### src/rtl/mem_dump_reader.sv
// Memory readback engine: walks an inclusive address range over a synchronous read port
// and streams each word out on a valid/ready handshake. Optional running XOR via MEM_DUMP_CHECKSUM_EN.
module mem_dump_reader #(
   parameter int REG_WIDTH  = 8,
   parameter int MEM_DEPTH  = 256,
   parameter int ADDR_WIDTH = 8
) (
   input  logic                  clk,
   input  logic                  reset_n,
   input  logic                  start,
   input  logic [ADDR_WIDTH-1:0] start_addr,
   input  logic [ADDR_WIDTH-1:0] end_addr,
   input  logic                  abort,
   output logic                  mem_rd_en,
   output logic [ADDR_WIDTH-1:0] mem_addr,
   input  logic [REG_WIDTH-1:0]  mem_rd_data,
   output logic                  out_valid,
   input  logic                  out_ready,
   output logic [REG_WIDTH-1:0]  out_data,
   output logic [ADDR_WIDTH-1:0] out_addr,
   output logic                  out_last,
   output logic                  busy,
   output logic                  done,
   output logic                  err
`ifdef MEM_DUMP_CHECKSUM_EN
   ,
   output logic [REG_WIDTH-1:0]  checksum
`endif
);

   typedef enum logic [2:0] {
      S_IDLE,
      S_READ,
      S_WAIT,
      S_PRESENT,
      S_FINISH
   } state_t;

   // One extra bit so a depth equal to 2**ADDR_WIDTH is representable.
   localparam logic [ADDR_WIDTH:0] DEPTH_L = (ADDR_WIDTH + 1)'(MEM_DEPTH);

   state_t                state_q, state_d;
   logic [ADDR_WIDTH-1:0] cur_q, cur_d;
   logic [ADDR_WIDTH-1:0] end_q, end_d;
   logic [REG_WIDTH-1:0]  data_q, data_d;
   logic [ADDR_WIDTH-1:0] oaddr_q, oaddr_d;
   logic                  last_q, last_d;
   logic                  err_q, err_d;
   logic                  range_bad;
   logic                  handshake;
`ifdef MEM_DUMP_CHECKSUM_EN
   logic [REG_WIDTH-1:0]  csum_q, csum_d;
`endif

   assign range_bad = (start_addr > end_addr) || ({1'b0, end_addr} >= DEPTH_L);
   assign handshake = (state_q == S_PRESENT) && out_ready;

   always_comb begin
      state_d = state_q;
      cur_d   = cur_q;
      end_d   = end_q;
      data_d  = data_q;
      oaddr_d = oaddr_q;
      last_d  = last_q;
      err_d   = 1'b0;
`ifdef MEM_DUMP_CHECKSUM_EN
      csum_d  = csum_q;
`endif
      case (state_q)
         S_IDLE: begin
            if (start) begin
               if (range_bad) begin
                  err_d = 1'b1;
               end else begin
                  cur_d   = start_addr;
                  end_d   = end_addr;
                  state_d = S_READ;
`ifdef MEM_DUMP_CHECKSUM_EN
                  csum_d  = '0;
`endif
               end
            end
         end
         S_READ: begin
            state_d = S_WAIT;
         end
         S_WAIT: begin
            data_d  = mem_rd_data;
            oaddr_d = cur_q;
            last_d  = (cur_q == end_q);
            state_d = S_PRESENT;
         end
         S_PRESENT: begin
            if (handshake) begin
               if (last_q) begin
                  state_d = S_FINISH;
               end else begin
                  cur_d   = cur_q + ADDR_WIDTH'(1);
                  state_d = S_READ;
               end
            end
         end
         S_FINISH: begin
            state_d = S_IDLE;
         end
         default: begin
            state_d = S_IDLE;
         end
      endcase

      // A word accepted in the abort cycle still counts as transferred.
`ifdef MEM_DUMP_CHECKSUM_EN
      if (handshake) begin
         csum_d = csum_q ^ data_q;
      end
`endif
      if (abort && (state_q == S_READ || state_q == S_WAIT || state_q == S_PRESENT)) begin
         state_d = S_FINISH;
      end
   end

   always_ff @(posedge clk or negedge reset_n) begin
      if (!reset_n) begin
         state_q <= S_IDLE;
         cur_q   <= '0;
         end_q   <= '0;
         data_q  <= '0;
         oaddr_q <= '0;
         last_q  <= 1'b0;
         err_q   <= 1'b0;
`ifdef MEM_DUMP_CHECKSUM_EN
         csum_q  <= '0;
`endif
      end else begin
         state_q <= state_d;
         cur_q   <= cur_d;
         end_q   <= end_d;
         data_q  <= data_d;
         oaddr_q <= oaddr_d;
         last_q  <= last_d;
         err_q   <= err_d;
`ifdef MEM_DUMP_CHECKSUM_EN
         csum_q  <= csum_d;
`endif
      end
   end

   assign mem_rd_en = (state_q == S_READ);
   assign mem_addr  = cur_q;
   assign out_valid = (state_q == S_PRESENT);
   assign out_data  = data_q;
   assign out_addr  = oaddr_q;
   assign out_last  = last_q;
   assign busy      = (state_q != S_IDLE);
   assign done      = (state_q == S_FINISH);
   assign err       = err_q;
`ifdef MEM_DUMP_CHECKSUM_EN
   assign checksum  = csum_q;
`endif

endmodule

### config.mk
export PLATFORM = sky130hd
export DESIGN_NAME = mem_dump_reader
export DESIGN_NICKNAME = d
export VERILOG_FILES = /design/src/rtl/mem_dump_reader.sv
export SDC_FILE = /design/constraint.sdc
export NUM_CORES = 1
export LEC_CHECK = 0
export ABC_AREA = 0
export CORE_MARGIN = 2
export CORE_UTILIZATION = 49
export CTS_BUF_LIST = sky130_fd_sc_hd__clkbuf_2 sky130_fd_sc_hd__clkbuf_4 sky130_fd_sc_hd__clkbuf_8
export DETAILED_ROUTE_END_ITERATION = 8
export PLACE_DENSITY = 0.82
export SKIP_LAST_GASP = 1
export SYNTH_ARGS = -nofsm -noshare
export SYNTH_HDL_FRONTEND = slang
export SYNTH_SLANG_ARGS = --single-unit
export TNS_END_PERCENT = 10
### constraint.sdc
create_clock -name clk -period 1.81 [get_ports clk]
set_input_delay 0.181 -clock clk [delete_from_list [all_inputs] [get_ports clk]]
set_output_delay 0.181 -clock clk [all_outputs]
set_load 0.005 [all_outputs]
# Word level (Yosys, flattened, before mapping)
# Index checks and enable logic that the tools add are counted.
dict set report op_classes {
  add_sub_neg 1
  n_lt_le_gt_ge 1
  eq_ne 12
  muxes 14
  bitwise 1
  n_reduce_logical 10
}
# operator n
set op_table {}
lappend op_table {{$mux 8} 4}
lappend op_table {{$pmux 8 s2} 1}
lappend op_table {{$mux 3} 5}
lappend op_table {{$pmux 3 s4} 1}
lappend op_table {{$add 8x1->8 const B} 1}
lappend op_table {{$eq 8x8->1} 1}
lappend op_table {{$gt 8x8->1} 1}
lappend op_table {{$eq 3x2->1 const B} 2}
lappend op_table {{$ne 2x2->1 const B} 3}
lappend op_table {{$ne 3x3->1 const B} 2}
lappend op_table {{$reduce_and 3->1} 2}
lappend op_table {{$reduce_and 5->1} 1}
lappend op_table {{$eq 3x1->1 const B} 1}
lappend op_table {{$eq 3x3->1 const B} 1}
lappend op_table {{$logic_not 3->1} 1}
lappend op_table {{$mux 1} 3}
lappend op_table {{$ne 3x1->1 const B} 1}
lappend op_table {{$reduce_bool 3->1} 1}
lappend op_table {{$logic_and 1x1->1} 2}
lappend op_table {{$logic_or 1x1->1} 2}
lappend op_table {{$ne 2x1->1 const B} 1}
lappend op_table {{$reduce_bool 2->1} 1}
lappend op_table {{$not 1->1} 1}
dict set report totals {
  ff_bits 37
  inputBits 29
  output_inout_bits 30
  word_cells 46
}

# Depth between registers and ports, before layout
dict set report depth {
  ltp_word 6
  mapped_depth 9
  ltp_nobuf 8
}

# Worst setup path after synthesis
# Ideal clock, no wire load.
dict set report synth_timing {
  kind {input-to-reg}
  start {in end_addr[7]}
  end {reg end_q[0]}
  setup_time_ns 0.125
  t_arrival_ns 1.593
  required_time_ns 1.685
  slack_ns 0.092
  stages 7
  n_path_buf 0
  path_cell_list {inv_1 > ha_1 > nand4_1 > a21oi_2 > o22ai_2 > nand2_2 > mux2_2}
}
dict set report synth_via {
  elab_chain_len 3
}
# item line
set synth_lines {}
lappend synth_lines {{start, declared} 12} ;# input logic [ADDR_WIDTH-1:0] end_addr,
lappend synth_lines {{$gt 8x8->1} 55} ;# assign range_bad = (start_addr > end_addr) || ({1'b0, end_addr} >= DEPTH_L);
lappend synth_lines {{$not 1->1 (no line)} --}
lappend synth_lines {{$reduce_and 3->1 (no line)} --}
lappend synth_lines {{end signal, assigned} 137} ;# end_q <= end_d;
lappend synth_lines {{end, declared} 44} ;# logic [ADDR_WIDTH-1:0] end_q, end_d;
# No other way between the ends.
# A chain may end at the register's enable or synchronous reset.

# Worst setup path after layout
dict set report layout_timing {
  start {reg state_q[0]}
  end {reg cur_q[2], in the netlist mem_addr[2]}
}
dict set report layout_via {
  elab_chain_len 4
}
# item line
set layout_lines {}
lappend layout_lines {{start, declared} 42} ;# state_t state_q, state_d;
lappend layout_lines {{start signal, assigned} 135} ;# state_q <= state_d;
lappend layout_lines {{$eq 3x2->1} {56, 69}}
lappend layout_lines {{$logic_and 1x1->1} 56} ;# assign handshake = (state_q == S_PRESENT) && out_ready;
lappend layout_lines {{$ne 2x1->1 (no line)} --}
lappend layout_lines {{$reduce_and 5->1 (no line)} --}
lappend layout_lines {{end signal, assigned} 136} ;# cur_q <= cur_d;
lappend layout_lines {{end, declared} 43} ;# logic [ADDR_WIDTH-1:0] cur_q, cur_d;
# Parallel ways exist; a longest one is shown, timed or not.

==> impl_metrics.env <==
export IMPL_status="finished with violations"
export IMPL_violations="negative setup slack"
export IMPL_first_global_vias=1727
export IMPL_antenna_found_initial=0
export IMPL_slew_headroom=0.689
export IMPL_cts_tree="built"
export IMPL_start_kind="register"
export IMPL_drt_total_wl_mm=5.44
export IMPL_path_max_fanout=6
export IMPL_via_per_inst=5.58
export IMPL_rsz0062_at_grt="true"
export IMPL_final_cells=323
export IMPL_syn_nets=222
export IMPL_total_power_mw=4.61
export IMPL_grt_busiest_layer="met2"
export IMPL_htreeDepth=2
export IMPL_async_reset_ff_frac=1.00
export IMPL_clock_skew_final_ps=7.42
export IMPL_synth_cells=184
export IMPL_placement_io_buffers=58
export IMPL_via_count=1801
export IMPL_min_path_type="in2reg"
export IMPL_max_cap_viol_count=0
export IMPL_finish_net_count=310
export IMPL_worstSetupPathType="reg2reg"
export IMPL_io_pins=59
export IMPL_combPwrFrac=0.491
export IMPL_layout_commonest_cell="clkdlybuf4s50_1"
export IMPL_preCtsSetupSlack_ps=-542
export IMPL_place_gp_congestion=0.849
export IMPL_final_area_mm2=0.00311
export IMPL_rows=23
export IMPL_setup_viol=7
export IMPL_synth_cell_area_mm2=0.00201
export IMPL_powerDensity_mw_per_mm2=1490
export IMPL_ir_drop_v=0.000959
export IMPL_endpoint_kind="register"
export IMPL_gr_total_overflow=0
export IMPL_pwr_share_clk=0.161
export IMPL_die_y_um=68.0
export IMPL_fill_cells=263
export IMPL_layout_common_cells="clkdlybuf4s50_1 (42), dfrtp_1 (36), buf_4 (28), mux2_2 (22)"
export IMPL_core_mm2=0.00397
export IMPL_clk_latency_ps=300
export IMPL_synth_cell_types=41
export IMPL_die_area_mm2=0.00463
export IMPL_fin_crit_ps=1880
export IMPL_fin_crit_sh=1.04
export IMPL_required_ps=2020
export IMPL_cts_sinks=37
export IMPL_grt_pass1_wl_mm=8.42
export IMPL_worst_pin_slew_ps=467
export IMPL_p_sw_mw=1.56
export IMPL_ys_seq_area_frac=0.461
export IMPL_clock_tree_root_cell="clkbuf_8"
export IMPL_p_sw_frac=0.338
export IMPL_antenna_cells=0
export IMPL_globalRouteTotalUtil=0.252
export IMPL_drt_first_pass_iters=5
export IMPL_layout_drive_gt1_share=0.330
export IMPL_finalMaxSlewViolations=0
export IMPL_intPower_mw=3.05
export IMPL_die_w_um=68.0
export IMPL_drc_errors=0
export IMPL_ys_flop_type="dfrtp_1"
export IMPL_synth_edf_count=0
export IMPL_cts_made_buffers=5
export IMPL_arrival_ps=2090
export IMPL_finalHoldViolations=0
export IMPL_whs_ps=268
export IMPL_max_freq_mhz=533
export IMPL_ys_ff_latch=37
export IMPL_power_leakage_nw=1.33
export IMPL_finalWorstSetupSlack_ps=-67.3
export IMPL_placed_area_mm2=0.00282
export IMPL_start_util=0.506
export IMPL_clockBufferDepth=2
export IMPL_place_inst=310
export IMPL_pwr_share_seq=0.348
export IMPL_path_clk_slew_ps=70
export IMPL_grtUsageMet2=0.425
export IMPL_yosysWarnings=0
export IMPL_dr_first_iter_drc_count=118
export IMPL_routedWlPerCell_um=16.8
export IMPL_grtUsageMet1=0.305
export IMPL_syn_area_per_cell_um2=10.9
export IMPL_finalSetupTns_ps=-289
export IMPL_antenna_left=0
export IMPL_syn_to_final_growth_pct=54.5
export IMPL_postLayoutCoreUtil=0.782
export IMPL_grt_util_met3=0.0691
export IMPL_hpwl_mm=3.71
export IMPL_grt_max_degree=38
-- state kept, by name (all words and copies together) (netlist names) --
signal	flops
end_q	8
state_q	3
out_last	1
out_data	8
mem_addr	8
out_addr	8
err	1
-- Yosys cell counts (3+ instances only) --
master / n / area share
nand4_1: 4 / 0.012
a21oi_1: 14 / 0.035
inv_1: 9 / 0.017
nand3_1: 8 / 0.020
o21ai_0: 6 / 0.015
a21oi_2: 4 / 0.017
buf_2: 5 / 0.012
mux2_2: 23 / 0.13
nor2_1: 7 / 0.013
ha_1: 9 / 0.056
nand2_1: 11 / 0.021
xor2_1: 8 / 0.035
nor4_1: 3 / 0.0093
clkbuf_1: 3 / 0.0056
dfrtp_1: 37 / 0.46
-- power groups by stage --
stage | Sequential [mW] | Clock [mW] | Combinational (mW)
floorplan | 1.52 | 0 | 1.09
global placement | 1.58 | 0 | 2.03
detailed placement | 1.60 | 0 | 2.09
CTS | 1.59 | 0.759 | 2.17
global route | 1.65 | 0.803 | 2.45
finish | 1.61 | 0.744 | 2.26
-- metal layers --
layer,up-vias,share of wire
met3,16,0.067
li1,837,-
met4,0,0.022
met2,77,0.53
met5,-,0
met1,871,0.39
-- what timing repair did --
item | 4_1_cts | 5_1_grt
cloned | 0 | 1
resized for setup | 28 | 9
setup endpoints to repair | 20 | 20
hold buffers | 1 | 0
setup buffers | 3 | 0
pin swaps | 10 | 6
hold endpoints to repair | 37 | 0
-- cell families (layout without fill, tap and decap cells) --
family          Yosys count  after routing  share of synthesized area
xor+xnor                  8              8                     0.0349
compound gates           37             37                      0.132
simple gates             48             48                      0.126
buf+inv                  19            108                     0.0461
fa+ha+maj                 9              9                     0.0560
mux                      26             26                      0.144
flops                    37             37                      0.461
-- critical path, stage by stage (launching register included) --
cell	delay [ps]
dfrtp_1	430
buf_6	130
nand4b_1	200
a2111oi_4	440
a31oi_2	100
o21ai_4	130
buf_12	160
a21oi_2	50
a21oi_1	160
-- layout make-up --
type                       count  area (µm²)  area share
multi-input combinational    128        1100       0.355
sequential                    37         927       0.299
clock buffer                   6        82.6      0.0266
timing repair buffer          91         860       0.277
clock inverter                 2        37.5      0.0121
tap                           50        62.6      0.0201
inverter                       9        33.8      0.0109
-- worst paths after layout --
kind,slack (ps),endpoint,cells after the start,start
worst max-delay path,-70,mem_addr[2],8,state_q[0]
worst min-delay path,270,mem_addr[1],3,start_addr[1]
worst max register to register,-70,mem_addr[2],8,state_q[0]
worst min register to register,510,out_data[3],1,out_data[3]
max in group asynchronous,1010,state_q[1],3,reset_n
min in group asynchronous,450,mem_addr[6],3,reset_n
No activity file was read; power rests on OpenSTA's default activity.
